<file path="src/rtl/phase_sequencer.sv">
// Sequencer for the three-phase C1/C2/C3 clock generator: run/step/halt control,
// C2 memory wait states with timeout, and a completed-instruction-cycle counter.
module phase_sequencer #(
    parameter int WAIT_MAX = 7,
    parameter int CNT_W    = 16
) (
    input  logic             Cin,
    input  logic             Reset,
    input  logic             Run,
    input  logic             Step,
    input  logic             Halt_req,
    input  logic             Clear,
    input  logic             Mem_req,
    input  logic             Mem_ready,
    output logic             Advance,
    output logic [1:0]       Phase,
    output logic [2:0]       State,
    output logic             Cycle_done,
    output logic             Timeout,
    output logic [CNT_W-1:0] Cycle_count
);

    localparam int WC_W = $clog2(WAIT_MAX + 1);

    typedef enum logic [2:0] {
        IDLE   = 3'd0,
        RUN    = 3'd1,
        STEP   = 3'd2,
        WAIT   = 3'd3,
        HALTED = 3'd4
    } state_t;

    state_t            state, state_n;
    logic [1:0]        phase_n;
    logic [WC_W-1:0]   wait_cnt, wait_cnt_n;
    logic              origin_step, origin_step_n;
    logic              halt_pend, halt_pend_n;
    logic              timeout_n;
    logic              step_q;
    logic              step_pulse;
    logic              stall;
    logic              boundary;
    logic              halt_now;
    logic              in_cycle;

    assign State      = state;
    assign step_pulse = Step & ~step_q;
    assign stall      = (Phase == 2'd1) & Mem_req & ~Mem_ready;
    assign Advance    = ((state == RUN) | (state == STEP)) & ~stall;
    assign boundary   = Advance & (Phase == 2'd2);
    // A halt request seen mid-cycle (including during WAIT) is held until the boundary.
    assign halt_now   = Halt_req | halt_pend;
    assign in_cycle   = (state == RUN) | (state == STEP) | (state == WAIT);

    always_comb begin
        state_n       = state;
        wait_cnt_n    = wait_cnt;
        origin_step_n = origin_step;
        timeout_n     = Timeout;
        phase_n       = Phase;

        if (Phase == 2'd3) begin
            phase_n = 2'd0;
        end else if (Advance) begin
            phase_n = (Phase == 2'd2) ? 2'd0 : Phase + 2'd1;
        end

        case (state)
            IDLE: begin
                if (Halt_req) begin
                    state_n = HALTED;
                end else if (Run) begin
                    state_n = RUN;
                end else if (step_pulse) begin
                    state_n = STEP;
                end
            end
            RUN: begin
                if (stall) begin
                    state_n       = WAIT;
                    wait_cnt_n    = '0;
                    origin_step_n = 1'b0;
                end else if (boundary) begin
                    if (halt_now) begin
                        state_n = HALTED;
                    end else if (!Run) begin
                        state_n = IDLE;
                    end
                end
            end
            STEP: begin
                if (stall) begin
                    state_n       = WAIT;
                    wait_cnt_n    = '0;
                    origin_step_n = 1'b1;
                end else if (boundary) begin
                    state_n = halt_now ? HALTED : IDLE;
                end
            end
            WAIT: begin
                if (Mem_ready) begin
                    state_n = origin_step ? STEP : RUN;
                end else if (wait_cnt == WC_W'(WAIT_MAX - 1)) begin
                    state_n   = HALTED;
                    timeout_n = 1'b1;
                end else begin
                    wait_cnt_n = wait_cnt + WC_W'(1);
                end
            end
            HALTED: begin
                if (Clear) begin
                    state_n   = IDLE;
                    timeout_n = 1'b0;
                    phase_n   = 2'd0;
                end
            end
            default: begin
                state_n = IDLE;
            end
        endcase

        halt_pend_n = in_cycle & halt_now & (state_n != IDLE) & (state_n != HALTED);
    end

    always_ff @(posedge Cin or negedge Reset) begin
        if (!Reset) begin
            state       <= IDLE;
            Phase       <= 2'd0;
            Cycle_count <= '0;
            Cycle_done  <= 1'b0;
            Timeout     <= 1'b0;
            wait_cnt    <= '0;
            origin_step <= 1'b0;
            halt_pend   <= 1'b0;
            step_q      <= 1'b0;
        end else begin
            state       <= state_n;
            Phase       <= phase_n;
            Timeout     <= timeout_n;
            wait_cnt    <= wait_cnt_n;
            origin_step <= origin_step_n;
            halt_pend   <= halt_pend_n;
            step_q      <= Step;
            Cycle_done  <= boundary;
            if (boundary) begin
                Cycle_count <= Cycle_count + CNT_W'(1);
            end
        end
    end

endmodule

</file>
<file path="config.mk">
export PLATFORM = sky130hd
export DESIGN_NAME = phase_sequencer
export DESIGN_NICKNAME = d
export VERILOG_FILES = /design/src/rtl/phase_sequencer.sv
export SDC_FILE = /design/constraint.sdc
export NUM_CORES = 1
export LEC_CHECK = 0
export ABC_AREA = 1
export CORE_MARGIN = 1.5
export CORE_UTILIZATION = 46
export CTS_CLUSTER_SIZE = 10
export DETAILED_ROUTE_END_ITERATION = 7
export PLACE_DENSITY_LB_ADDON = 0.1
export SYNTH_ARGS = -nofsm -noshare
export SYNTH_HDL_FRONTEND = slang
export SYNTH_SLANG_ARGS = --single-unit
</file>
<file path="constraint.sdc">
create_clock -name Cin -period 1.3 [get_ports Cin]
set_input_delay 0.26 -clock Cin [delete_from_list [all_inputs] [get_ports Cin]]
set_output_delay 0.26 -clock Cin [all_outputs]
set_load 0.005 [all_outputs]
</file>
==> results of run 1 <==
## power breakdown
part	total, W	internal (W)	switching [W]
Combinational	0.00200	0.000994	0.00101
Sequential	0.00113	0.00104	0.0000939
Clock	0.000748	0.000419	0.000329
## sequential cells by signal, indices dropped and copies added, names as in the netlist
register	flops
Cycle_done	1
Phase	2
wait_cnt	3
step_q	1
Timeout	1
origin_step	1
Cycle_count	16
State	3
halt_pend	1
## worst reg2reg max path: stages (launching register included)
cell     delay [ns]
dfrtp_1        0.41
buf_6          0.14
nand3_4        0.08
nand2_4        0.06
buf_4          0.16
nand2_8        0.10
inv_6          0.05
buf_12         0.13
nand2_1        0.08
o21ai_2        0.05
## logic make-up after synthesis
group,after synthesis
adder cells (fa/ha/maj),3
buffers and inverters,30
flip-flops,29
AO/OA/AOI/OAI,23
AND/OR/NAND/NOR,128
XOR/XNOR,10
## repair_timing
item                                    CTS  global route
buffers inserted                         19             3
cloned                                    0             0
resized for setup                        68            36
endpoints found under the setup margin   46            28
pin swaps                                 8            12
## layout make-up
class / count / area [sq um] / share of cell area (%)
clock buffers: 7 / 86.3 / 3.13
repair buffers: 87 / 742 / 26.9
well taps: 46 / 57.6 / 2.09
inverters: 29 / 114 / 4.13
multi-input cells: 164 / 1030 / 37.3
flip-flops and latches: 29 / 728 / 26.4
## worst max path at each step
stage | from | endpoint | slack (ns)
floorplan | Cycle_count[0] | Cycle_count[8] | 0.02
global placement | Mem_ready | Advance | -0.46
detailed placement | Mem_ready | Advance | -0.51
CTS | State[0] | Advance | -0.14
global route | State[0] | halt_pend | -0.18
finish | State[0] | Advance | -0.13
## routing by layer
| metal | up-vias | GRT usage (%) |
|---|---|---|
| met4 | 0 | 5.71 |
| met5 | - | 0 |
| li1 | 897 | - |
| met2 | 56 | 42.6 |
| met1 | 871 | 34.2 |
| met3 | 6 | 6.07 |
## cells in the final DEF (no fill, tap or decap), drive strengths merged, types with 8 or more instances in the layout
cell,synthesis,final
clkbuf,0,9
dlygate4sd2,0,16
nand4,8,8
xor2,9,9
o21ai,17,17
nand2,72,72
dfrtp,29,29
inv,29,29
buf,1,59
nand3,18,18
nor2,26,26
## stage by stage
step | cell area, sq um | TNS, ns
2_1_floorplan | 1690 | 0
3_3_place_gp | 2330 | -1.48
3_5_place_dp | 2330 | -2.12
4_1_cts | 2630 | -0.493
5_1_grt | 2760 | -3.16
6_report | 2760 | -1.13
==> flow_metrics.env, run 1 <==
export IMPL_status="finished with violations"
export IMPL_violations="setup timing"
export IMPL_diodes=0
export IMPL_drive_gt1_share_pct=38.9
export IMPL_p_total_w=0.00388
export IMPL_synth_area_mux_share_pct=0
export IMPL_remaining_drc_errors=0
export IMPL_critPathMaxStageDelay_ns=0.41
export IMPL_fin_util_pct=80.0
export IMPL_leakagePower_nw=1.37
export IMPL_synth_area_leaders="dfrtp_1 (43%), nand2_1 (15%), nor2_1 (5.8%)"
export IMPL_path_cells="buf_6, nand3_4, nand2_4, nand2_4, inv_2, buf_6"
export IMPL_arrival_ns=1.17
export IMPL_areaGrowthSynthToFinish_pct=62.9
export IMPL_syn_num_nets=234
export IMPL_cp_buffers_inverters=3
export IMPL_synth_compound_area_share_pct=8.36
export IMPL_ant_nets=0
export IMPL_fmax_mhz=701
export IMPL_yosysWarnings=0
export IMPL_power_density_nw_per_um2=1410
export IMPL_via_per_inst=5.06
export IMPL_hold_buffers=0
export IMPL_insertion_delay_ns=0.28
export IMPL_drt_pass1_iter_count=4
export IMPL_startpoint_type="flip-flop"
export IMPL_crit_fanout=3
export IMPL_grt_first_pass_wirelength_mm=8.07
export IMPL_cts_root_buf="clkbuf_8"
export IMPL_fp_dieW_um=63.6
export IMPL_htree_levels=2
export IMPL_reg2reg_setup_slack_ns=-0.07
export IMPL_pin_count=32
export IMPL_clock_path_buffers=2
export IMPL_antenna_found_initial=0
export IMPL_synth_edf_count=0
export IMPL_dp_hpwl_mm=3.15
export IMPL_fin_crit_ns=1.43
export IMPL_routed_wl_mm=4.73
export IMPL_gr_total_overflow=0
export IMPL_post_place_cells=334
export IMPL_path_delay_family="flip-flops"
export IMPL_via_count=1830
export IMPL_setup_viol=22
export IMPL_synthTopCellsByCount="nand2_1 (69), dfrtp_1 (29), nor2_1 (26), inv_1 (25), nand3_1 (15)"
export IMPL_gp_congestion=0.854
export IMPL_maxSlewHeadroom_pct=85.7
export IMPL_yosysTopAreaCell="dfrtp_1"
export IMPL_hp_class="in2async"
export IMPL_clock_sinks=29
export IMPL_finalCritPeriodShare_pct=110
export IMPL_top_layer="met4"
export IMPL_cp_data_required_time_ns=1.04
export IMPL_netlist_area_sq_um=1690
export IMPL_worst_slack_ns=-0.127
export IMPL_grt_max_degree=30
export IMPL_path_depth=6
export IMPL_r2r_start="State[0]"
export IMPL_rsz0062_at_grt="true"
export IMPL_syn_avg_cell_area_sq_um=7.59
export IMPL_initialDrtViolationCount=90
export IMPL_m1WireLength_mm=2.08
export IMPL_grt_pass1_vias=1777
export IMPL_skew_ns=0.00776
export IMPL_dr_wl_met3_um=306
export IMPL_ys_flop_type="dfrtp_1"
export IMPL_reg2reg_to="Cycle_count[10]"
export IMPL_grtUsageTotal_pct=25.7
export IMPL_rr_worst_depth=9
export IMPL_endpoint_kind="primary output"
export IMPL_routedWlPerCell_um=13.1
export IMPL_max_cap_violations=0
export IMPL_path_clk_slew_ns=0.06
export IMPL_synth_most_common_cell="nand2_1"
export IMPL_synthSimpleGateAreaFrac_pct=33.7
export IMPL_synth_fa_ha_area_share_pct=2.22
export IMPL_die_h_um=63.6
export IMPL_die_area_sq_um=4050
export IMPL_ir_worst_vdd_uv=1090
export IMPL_synthCells=223
export IMPL_yosysSeqAreaShare_pct=42.9
export IMPL_path_class="reg2out"
export IMPL_core_area_sq_um=3440
export IMPL_cts_tree="yes"
export IMPL_timing_hold_ws_ns=0.341
export IMPL_initial_core_util_pct=49.1
export IMPL_ys_async_sr_fraction_pct=100
export IMPL_synth_xor_area_share_pct=5.18
export IMPL_slew_violations=0
export IMPL_worst_pin_slew_ns=0.212
export IMPL_post_place_ws_ns=-0.514
export IMPL_crit_slowest_cell="dfrtp_1"
export IMPL_ys_seq_elements=29
export IMPL_row_count=21
export IMPL_hold_viol=0
export IMPL_layoutNonFillerInstCount=362
export IMPL_fillers=227
export IMPL_ys_types=24
export IMPL_cts_buffers=5
export IMPL_synth_top_family_by_area="simple AND/OR/NAND/NOR gates"
export IMPL_post_synth_top_area_fraction_pct=42.9
export IMPL_wl_met2_mm=2.30
export IMPL_nets=327
export IMPL_io_buffers=31
(Power assumes the default switching activity.)
==> run 2: changes to the inputs <==
--- a/config.mk
+++ b/config.mk
@@ -7,9 +7,10 @@
 export LEC_CHECK = 0
 export ABC_AREA = 1
 export CORE_MARGIN = 1.5
-export CORE_UTILIZATION = 46
+export CORE_UTILIZATION = 51
 export CTS_CLUSTER_SIZE = 10
 export DETAILED_ROUTE_END_ITERATION = 7
+export GPL_ROUTABILITY_DRIVEN = 0
 export PLACE_DENSITY_LB_ADDON = 0.1
 export SYNTH_ARGS = -nofsm -noshare
 export SYNTH_HDL_FRONTEND = slang
==> constraint.sdc (replaced) <==
create_clock -name Cin -period 1.5 [get_ports Cin]
set_input_delay 0.3 -clock Cin [delete_from_list [all_inputs] [get_ports Cin]]
set_output_delay 0.3 -clock Cin [all_outputs]
set_load 0.005 [all_outputs]
==> run 2 against run 1 <==
The flow still finishes with violations (setup timing). Sequential share of layout area rose by 1.9 points. Routed wire length fell by 3.2%. Cell count fell by 3.6%. Clock power fell by 38%. Worst setup slack improved by 0.064 ns. First-iteration DRC count rose by 4.4%.
==> flow_metrics.env, run 2 (synthesis gave the netlist of run 1 again) <==
export IMPL_insertion_delay_ns=0.33
export IMPL_via_count=1744
export IMPL_clock_path_buffers=2
export IMPL_largest_reg_flops=16
export IMPL_fmax_mhz=640
export IMPL_multi_input_area_sq_um=930
export IMPL_slew_violations=0
export IMPL_routed_wl_mm=4.58
export IMPL_skew_ns=0.0170
export IMPL_areaGrowthSynthToFinish_pct=51.7
export IMPL_htree_levels=2
export IMPL_cp_buffers_inverters=3
export IMPL_drt_pass1_iter_count=4
export IMPL_remaining_drc_errors=0
export IMPL_cp_data_required_time_ns=1.20
export IMPL_ant_nets=0
export IMPL_crit_slowest_cell="dfrtp_2"
export IMPL_startpoint_type="flip-flop"
export IMPL_pin_count=32
export IMPL_fin_crit_ns=1.56
export IMPL_worst_pin_slew_ns=0.267
export IMPL_path_clk_slew_ns=0.10
export IMPL_clock_sinks=29
export IMPL_drive_gt1_share_pct=26.6
export IMPL_post_place_ws_ns=-0.373
export IMPL_ir_worst_vdd_uv=868
export IMPL_hp_class="in2async"
export IMPL_antenna_found_initial=0
export IMPL_layoutNonFillerInstCount=349
export IMPL_seqCellArea_sq_um=728
export IMPL_finalCritPeriodShare_pct=104
export IMPL_setup_viol=1
export IMPL_diodes=0
export IMPL_die_area_sq_um=3670
export IMPL_worst_slack_ns=-0.0626
export IMPL_path_delay_family="flip-flops"
export IMPL_cts_root_buf="clkbuf_4"
export IMPL_grt_first_pass_wirelength_mm=6.65
export IMPL_initialDrtViolationCount=94
export IMPL_cts_buffers=5
export IMPL_grt_pass1_vias=1526
export IMPL_p_total_w=0.00284
export IMPL_final_cell_mix="nand2_1 (68), buf_4 (41), dfrtp_1 (27), inv_1 (23), nor2_1 (21)"
export IMPL_gr_total_overflow=0
export IMPL_endpoint_kind="primary output"
export IMPL_tns_ns=-0.0626
export IMPL_hold_viol=0
export IMPL_path_cells="inv_2, nand3_4, nand2_4, nand2_2, inv_2, buf_6"
export IMPL_fillers=199
export IMPL_max_cap_violations=0
export IMPL_grtUsageTotal_pct=24.5
export IMPL_io_buffers=31
export IMPL_cp_common_cell="inv_2"
export IMPL_grt_max_degree=30
export IMPL_cts_tree="yes"
export IMPL_core_area_sq_um=3100
export IMPL_crit_fanout=3
export IMPL_post_place_cells=321
export IMPL_via_per_inst=5.00
export IMPL_row_count=20
export IMPL_violations="setup timing"
export IMPL_leakagePower_nw=1.44
export IMPL_nets=315
export IMPL_status="finished with violations"
export IMPL_die_h_um=60.6
export IMPL_path_class="reg2out"
export IMPL_critPathMaxStageDelay_ns=0.46
export IMPL_initial_core_util_pct=54.5
export IMPL_fp_dieW_um=60.6
export IMPL_maxSlewHeadroom_pct=82.2
export IMPL_routedWlPerCell_um=13.1
export IMPL_top_register="Cycle_count"
export IMPL_layout_commonest_cell="nand2_1"
export IMPL_power_density_nw_per_um2=1110
export IMPL_dp_hpwl_mm=2.93
export IMPL_rsz0062_at_grt="true"
export IMPL_arrival_ns=1.26
==> run 2: timing repair <==
| item | 4_1_cts | 5_1_grt |
|---|---|---|
| hold buffers | 0 | 0 |
| resized for setup | 17 | 35 |
| buffers inserted | 15 | 5 |
| pin swaps | 0 | 6 |
| endpoints found under the setup margin | 22 | 24 |
==> run 2: power by group <==
group          leakage, nW  total [W]  switching, W  internal (W)
clock               0.0265   0.000461      0.000275      0.000187
sequential           0.391   0.000987     0.0000874      0.000899
combinational         1.02    0.00139      0.000726      0.000663
==> run 2: layout make-up <==
cell class              instances  area share [%]
multi-input cells             164            36.2
flip-flops and latches         29            28.4
repair buffers                 75            26.8
inverters                      29            4.53
well taps                      44            2.15
clock buffers                   8            1.90
==> run 2: layer usage <==
metal / wire length (um) / global-route usage [%] / vias up
met4: 82 / 10.6 / 0
met5: 0 / 0 / -
met1: 2090 / 34.5 / 790
li1: - / - / 880
met2: 2140 / 35.5 / 63
met3: 265 / 6.82 / 11
==> run 2: final timing paths <==
path	slack (ns)	cells after the start	from	end
worst min register to register	0.50	2	origin_step	origin_step
min in group Cin	0.47	1	Step	step_q
worst max-delay path	-0.06	6	State[1]	Advance
worst min-delay path	0.32	2	Reset	State[0]
max in group asynchronous	1.00	2	Reset	origin_step
worst max register to register	0.05	8	State[1]	Cycle_count[5]
==> run 2: metrics by stage <==
stage,hold WS [ns],instance area [sq um],util [%]
floorplan,0.00441,1690,-
global placement,0.476,2250,72.4
detailed placement,0.483,2250,72.4
CTS,0.334,2410,77.5
global route,0.332,2570,82.7
finish,0.320,2570,82.7
